`src/rtl/fu_issue_ctrl.sv`:
```
`default_nettype none
// ============================================================================
//  Module      : fu_issue_ctrl
//  Description : Issue/writeback controller for NUM_FU functional-unit slots
//                driven by an EN start pulse and a finish completion pulse.
//                Tracks each slot as IDLE/WAIT/DONE/DRAIN, blocks issue on
//                destination-register hazards, buffers results and drains
//                them through a valid/ready writeback port.
//  Revision    : 1.0 - initial release
// ============================================================================
module fu_issue_ctrl #(
  parameter int NUM_FU = 4,
  parameter int DATA_W = 32,
  localparam int FU_W  = (NUM_FU > 1) ? $clog2(NUM_FU) : 1
) (
  input  logic                     clk,
  input  logic                     rst,
  input  logic                     issue_valid,
  input  logic [FU_W-1:0]          issue_fu,
  input  logic [4:0]               issue_rd,
  output logic                     issue_ready,
  output logic [NUM_FU-1:0]        fu_en,
  input  logic [NUM_FU-1:0]        fu_finish,
  input  logic [NUM_FU*DATA_W-1:0] fu_res,
  input  logic                     flush,
  output logic                     wb_valid,
  input  logic                     wb_ready,
  output logic [4:0]               wb_rd,
  output logic [DATA_W-1:0]        wb_data,
  output logic [FU_W-1:0]          wb_fu
);

  typedef enum logic [1:0] {
    SLOT_IDLE  = 2'd0,
    SLOT_WAIT  = 2'd1,
    SLOT_DONE  = 2'd2,
    SLOT_DRAIN = 2'd3
  } slot_state_e;

  slot_state_e          state_q [NUM_FU];
  logic [4:0]           rd_q    [NUM_FU];
  logic [DATA_W-1:0]    buf_q   [NUM_FU];
  logic [NUM_FU-1:0]    fu_en_q;
  // Remembers a writeback that was offered but not yet taken, so a lower
  // slot finishing meanwhile cannot swap the presented result under the sink.
  logic                 hold_q;
  logic [FU_W-1:0]      hold_idx_q;

  logic                 rd_conflict;
  logic                 done_any;
  logic [FU_W-1:0]      done_idx;
  logic [FU_W-1:0]      wb_sel;
  logic                 wb_any;
  logic                 issue_fire;
  logic                 wb_fire;

  // Hazard check: an in-flight (WAIT/DONE) slot already owns this destination.
  always_comb begin
    rd_conflict = 1'b0;
    for (int i = 0; i < NUM_FU; i++) begin
      if ((state_q[i] == SLOT_WAIT || state_q[i] == SLOT_DONE) &&
          rd_q[i] == issue_rd) begin
        rd_conflict = 1'b1;
      end
    end
  end

  // rd 0 never writes back, so it can never create a hazard.
  assign issue_ready = !rst && !flush &&
                       (state_q[issue_fu] == SLOT_IDLE) &&
                       !((issue_rd != 5'd0) && rd_conflict);
  assign issue_fire  = issue_valid && issue_ready;

  // Lowest-index DONE slot, scanned downward so the smallest index wins.
  always_comb begin
    done_any = 1'b0;
    done_idx = '0;
    for (int i = NUM_FU - 1; i >= 0; i--) begin
      if (state_q[i] == SLOT_DONE) begin
        done_any = 1'b1;
        done_idx = FU_W'(i);
      end
    end
  end

  // A held slot is always still DONE: only flush or reset can leave DONE
  // without a handshake, and both clear the hold.
  assign wb_sel   = hold_q ? hold_idx_q : done_idx;
  assign wb_any   = hold_q || done_any;
  assign wb_fire  = wb_any && wb_ready;

  assign wb_valid = wb_any;
  assign wb_fu    = wb_any ? wb_sel        : '0;
  assign wb_rd    = wb_any ? rd_q[wb_sel]  : 5'd0;
  assign wb_data  = wb_any ? buf_q[wb_sel] : '0;
  assign fu_en    = fu_en_q;

  // Slot state machines, start pulse and writeback hold register.
  always_ff @(posedge clk) begin
    if (rst) begin
      for (int i = 0; i < NUM_FU; i++) begin
        state_q[i] <= SLOT_IDLE;
        rd_q[i]    <= 5'd0;
        buf_q[i]   <= '0;
      end
      fu_en_q    <= '0;
      hold_q     <= 1'b0;
      hold_idx_q <= '0;
    end else begin
      // One-cycle start pulse; the slot is WAIT next cycle so it cannot repeat.
      fu_en_q    <= issue_fire ? (NUM_FU'(1) << issue_fu) : '0;
      hold_q     <= !flush && wb_any && !wb_ready;
      hold_idx_q <= wb_sel;

      for (int i = 0; i < NUM_FU; i++) begin
        case (state_q[i])
          SLOT_IDLE: begin
            if (issue_fire && issue_fu == FU_W'(i)) begin
              state_q[i] <= SLOT_WAIT;
              rd_q[i]    <= issue_rd;
            end
          end
          SLOT_WAIT: begin
            if (flush) begin
              // A finish landing with the flush is simply dropped.
              state_q[i] <= fu_finish[i] ? SLOT_IDLE : SLOT_DRAIN;
            end else if (fu_finish[i]) begin
              buf_q[i]   <= fu_res[i*DATA_W +: DATA_W];
              state_q[i] <= (rd_q[i] == 5'd0) ? SLOT_IDLE : SLOT_DONE;
            end
          end
          SLOT_DONE: begin
            if (flush || (wb_fire && wb_sel == FU_W'(i))) begin
              state_q[i] <= SLOT_IDLE;
            end
          end
          SLOT_DRAIN: begin
            // The unit is still busy with the flushed op; wait out its finish.
            if (fu_finish[i]) begin
              state_q[i] <= SLOT_IDLE;
            end
          end
          default: state_q[i] <= SLOT_IDLE;
        endcase
      end
    end
  end

endmodule
`default_nettype wire

```
`config.mk`:
```
export PLATFORM = sky130hd
export DESIGN_NAME = fu_issue_ctrl
export DESIGN_NICKNAME = d
export VERILOG_FILES = /design/src/rtl/fu_issue_ctrl.sv
export SDC_FILE = /design/constraint.sdc
export NUM_CORES = 1
export LEC_CHECK = 0
export CAP_MARGIN = 20
export CORE_ASPECT_RATIO = 1.1
export CORE_UTILIZATION = 31
export DETAILED_ROUTE_END_ITERATION = 7
export GPL_TIMING_DRIVEN = 0
export PLACE_DENSITY_LB_ADDON = 0.08
export SLEW_MARGIN = 15
export SYNTH_ARGS = -nofsm -noshare
export SYNTH_HDL_FRONTEND = slang
export SYNTH_SLANG_ARGS = --single-unit
```
`constraint.sdc`:
```
create_clock -name clk -period 9.3 [get_ports clk]
set_input_delay 1.86 -clock clk [delete_from_list [all_inputs] [get_ports clk]]
set_output_delay 1.86 -clock clk [all_outputs]
set_load 0.005 [all_outputs]
```
After elaboration in Yosys (flattened, before gate mapping)
Memories as Yosys holds them, arrays and structs flattened.
Index checks and enable logic that the tools add are counted.
{"block": "op_classes", "eq_ne": 22, "shifts": 1, "muxes": 131, "n_bitwise": 29, "reduce_logical": 46}
{"cell": "$mux 32", "n": 5}
{"cell": "$mux 1", "n": 87}
{"cell": "$mux 2", "n": 34}
{"cell": "$or 1x1->1", "n": 28}
{"cell": "$mux 5", "n": 5}
{"cell": "$eq 2x2->1 const B", "n": 12}
{"cell": "$eq 5x5->1", "n": 4}
{"cell": "$logic_and 1x1->1", "n": 20}
{"cell": "$logic_not 5->1", "n": 4}
{"cell": "$logic_not 2->1", "n": 7}
{"cell": "$eq 2x1->1 const B", "n": 6}
{"cell": "$logic_or 1x1->1", "n": 9}
{"cell": "$reduce_bool 5->1", "n": 1}
{"cell": "$logic_not 1->1", "n": 4}
{"cell": "$shl 1x2->4 const A", "n": 1}
{"cell": "$reduce_or 2->1", "n": 1}
{"cell": "$not 1->1", "n": 1}
{"block": "totals", "regBits": 7, "ramBits": 156, "in_bits": 144, "out_inout_bits": 45, "word_cells": 235, "mem_count": 3}
{"memory": "buf_q", "words": 4, "word_bits": 32, "read_ports": 1, "rd_ports_with_merged_regs": 0, "wr": 4, "line_no": "42", "source": "logic [DATA_W-1:0] buf_q [NUM_FU];"}
{"memory": "rd_q", "words": 4, "word_bits": 5, "read_ports": 5, "rd_ports_with_merged_regs": 0, "wr": 4, "line_no": "41", "source": "logic [4:0] rd_q [NUM_FU];"}
{"memory": "state_q", "words": 4, "word_bits": 2, "read_ports": 5, "rd_ports_with_merged_regs": 0, "wr": 4, "line_no": "40", "source": "slot_state_e state_q [NUM_FU];"}

Logic depth before layout (Yosys ltp)
Gate-level depths: netlist of run 1.
{"block": "logic_depth", "word_depth": 21, "ltp_mapped": 10, "mapped_depth_nobuf": 9}

Worst setup path after synthesis of run 1
Ideal clock, no wire load.
{"block": "synth_path", "path_type": "input -> output", "startpoint": "in issue_rd[3]", "endpoint": "out issue_ready", "arrival_ns": 3.374, "required_time_ns": 7.440, "path_slack_ns": 4.066, "stages": 8, "path_buffers": 2, "path_cell_list": "buf_4 -> xor2_1 -> nor4_1 -> and3_1 -> or4_4 -> buf_6 -> a21o_4 -> a21oi_1"}
{"block": "synth_via", "elab_chain_len": 9, "elab_cells_between_ends": 16, "cone_classes": "eq/ne (4); mux (4); reduce/logical (8)"}
{"element": "from (decl)", "line_no": "20", "source": "input logic [4:0] issue_rd,"}
{"element": "$eq 5x5->1", "line_no": "62", "source": "rd_q[i] == issue_rd) begin"}
{"element": "$logic_and 1x1->1", "line_no": "61", "source": "if ((state_q[i] == SLOT_WAIT || state_q[i] == SLOT_DONE) &&"}
{"element": "$mux 1 (4 in a row)", "line_no": "61"}
{"element": "$logic_and 1x1->1 (*)", "line_no": "71", "source": "!((issue_rd != 5'd0) && rd_conflict);"}
{"element": "$logic_not 1->1 (*)", "line_no": "71"}
{"element": "$logic_and 1x1->1 (*)", "line_no": "70", "source": "(state_q[issue_fu] == SLOT_IDLE) &&"}
{"element": "to (decl)", "line_no": "21", "source": "output logic issue_ready,"}
Every way passes the cells marked *; elsewhere a longest branch is shown, timed or not.

Worst setup path after layout of run 1
Ends and elaborated chain as after synthesis.

==> results.cfg, run 1 <==
[status]
status = finished clean

[yosys]
synth-seq-cells = 163
synthesis.instances = 604
async_reset_ff_share_pct = 0
syn_nets = 764
synth_cell_types = 51
ys_dominant_reg_cell = edfxtp_1
synth_edf_count = 156
syn_area_mm2 = 0.00835
syn_area_per_cell_um2 = 13.8
seq_area_frac_synth_pct = 57.8
yosys_warnings = 0

[die]
coreArea_mm2 = 0.0263
io_pins = 189
dieArea_mm2 = 0.0276
die-height_um = 174
die_x_um = 158
initial_core_util_pct = 31.7
rows = 62

[cts]
ctsHoldBuffers = 0
clk_pin_slew_worst_paths_ps = 70
cts_buffer_depth = 2
clk_latency_ps = 430
post_cts_buffers = 0
cts_buffers = 17
clkSinkCount = 163
clockRootBuffer = clkbuf_16
cts_tree = yes
htreeDepth = 4
postCtsResizedCells = 0

[hold_path]
hp-start = state_q[1][1]
whs_path_depth = 3
hold_path_end = fu_en[1]
hp-class = reg2reg

[timing]
slew_headroom_pct = 34.4
timing.final.ws_setup_ps = 3450
drv_slew = 0
hold_viol_final = 0
grt_setup_unrepaired = false
fin_crit_sh_pct = 62.9
fin_setup_tns_ps = 0
clock_skew_ps = 20.6
post-route-min-period_ps = 5850
worst_pin_slew_ps = 976
max_freq_mhz = 171
setup_viol = 0

[route]
vias = 5596
wl_um = 23700
remaining_drc_errors = 0
routedWlPerCell_um = 20.1
wl_met1_um = 9540
drt_pass1_iterations = 5
met2_length_um = 12600
highest_layer = met4
avgViaCountPerCell = 4.76
ant_nets = 0
wl_met3_um = 1210
drt_iter0_markers = 337

[placed_design]
pre_cts_slack_ps = 3440
hpwlAfterDp_um = 17000
io_buffers = 181
place_congestion = 0.771

[global_route]
grt.total_usage_pct = 18.0
grt_overflow = 0
antenna_found_initial = 0
grt_max_degree = 22
grt_pass1_wl_um = 35800
grt_pass1_vias = 6134

[final_layout]
synthToLayoutAreaGrowth_pct = 35.8
final_nets = 970
antenna_cells = 0
drive_gt1_share_pct = 13.4
register_area_mm2 = 0.00482
fillers = 2457
multi_input_area_mm2 = 0.00328

[critical_path]
critPathArrivalTime_ps = 3990
r2r.worst_path.cells = 7
worst_setup_path_end_kind = output port
cp.required_ps = 7440
ff2ff_setup_slack_ps = 6310
timing.rr.end = rd_q[1][3]
crit_fanout = 9
critPathKind = in2out
crit_path_start_kind = input port
r2r_start = state_q[0][0]

[pwr]
irDropWorstVdd_mv = 0.100
leakage_nw = 4.16
powerDensity_mw_per_mm2 = 174

[run]
maxCapViolCount = 0
[critical path, cell delays in order]
cell             delay [ps]
buf_4                   150
xor2_1                  160
nor4_1                   50
and3_1                  170
or4_4                   530
buf_6                   170
a21o_4                  250
a21oi_1                 130
clkdlybuf4s50_1         520
[report_power, final]
| group | switching [W] | total, W | internal [W] |
|---|---|---|---|
| Sequential | 0.0000162 | 0.000862 | 0.000846 |
| Combinational | 0.000188 | 0.000428 | 0.000240 |
| Clock | 0.000326 | 0.000681 | 0.000356 |
| Total | 0.000530 | 0.00197 | 0.00144 |
[synth_stat cells, drive strengths merged, types with 10 or more instances]
master / count / area share, %
o21ai: 19 / 1.1
and2: 185 / 14
ha: 16 / 2.4
xor2: 16 / 1.8
inv: 17 / 0.76
nand2: 12 / 0.54
buf: 15 / 1.4
clkbuf: 22 / 0.99
nor2: 14 / 0.63
and3: 13 / 0.97
a21oi: 10 / 0.60
mux4: 37 / 10
edfxtp: 156 / 56
[metrics by stage]
stage	std cells	power [W]	instance area (um2)	hold slack [ps]	util [%]
6_report	1175	0.00197	11300	670	43.1
5_1_grt	1175	0.00205	11300	711	43.1
4_1_cts	1175	0.00200	11300	673	43.1
3_5_place_dp	1143	0.00132	10800	657	40.9
3_3_place_gp	1137	0.00130	10600	616	40.3
2_1_floorplan	604	0.00108	8350	568	-
[layer usage]
metal  global-route usage, %  vias to the layer above
met5                       0                        -
li1                        -                     2616
met1                    21.2                     2793
met3                    4.19                       17
met2                    32.2                      170
met4                    4.89                        0
[area by class of cell]
| type | count | share of cell area [%] |
|---|---|---|
| inverters | 17 | 0.563 |
| well taps | 352 | 3.89 |
| repair buffers | 187 | 17.3 |
| plain buffers | 37 | 1.76 |
| flip-flops and latches | 163 | 42.6 |
| multi-input cells | 387 | 29.0 |
| clock buffers | 17 | 3.75 |
| clock inverters | 15 | 1.23 |
[how the worst max path moves through the flow]
stage	startpoint	endpoint	slack [ps]	depth (start not counted)
4_1_cts	issue_rd[2]	issue_ready	3440	9
2_1_floorplan	issue_rd[3]	issue_ready	4070	8
5_1_grt	issue_rd[2]	issue_ready	3340	9
3_5_place_dp	issue_rd[2]	issue_ready	3440	9
3_3_place_gp	flush	buf_q[1][7]	1310	3
6_report	issue_rd[3]	issue_ready	3450	9
[registers in the layout (all words and copies together) (netlist names)]
signal / flops
hold_q: 1
fu_en: 4
hold_idx_q: 2
state_q: 8
buf_q: 128
rd_q: 20
[logic make-up after synthesis]
family / after synthesis / share of synthesized area (%)
simple gates: 260 / 19.2
flops: 163 / 57.8
buf+inv: 54 / 3.15
compound gates: 53 / 5.13
mux: 38 / 10.1
xor+xnor: 20 / 2.19
fa+ha+maj: 16 / 2.40
[layout by cell type (no fill, tap or decap), drive strengths merged, types with 3 or more instances in the layout]
cell type,count
nor4,5
nand2,12
mux4,37
clkdlybuf4s50,181
a211oi,6
xnor2,4
nand3,4
nor3,7
or4,7
a31oi,3
xor2,16
nor2,14
clkinv,5
clkbuf,39
buf,21
a21oi,10
nor4b,3
and3,13
dfxtp,7
edfxtp,156
inv,27
o21ai,19
and2,185
ha,16
Note: power is estimated with default switching activity, not from simulation.
==> run 2, diff against run 1 <==
Clock period 9.3 ns to 5.9 ns, I/O delays scaled along.
==> results of run 2 <==
The final DEF is identical to that of run 1. Status: finished clean.
Among the figures that moved: setup slack after placement 3440 ps -> 1400 ps; setup slack after layout 3450 ps -> 1170 ps; start point of the critical path issue_rd[3] -> state_q[1][0]; end point of the critical path issue_ready -> wb_data[10]; register-to-register setup slack 6310 ps -> 2910 ps; total power 0.00197 W -> 0.00311 W; worst IR drop on VDD 0.100 mV -> 0.158 mV
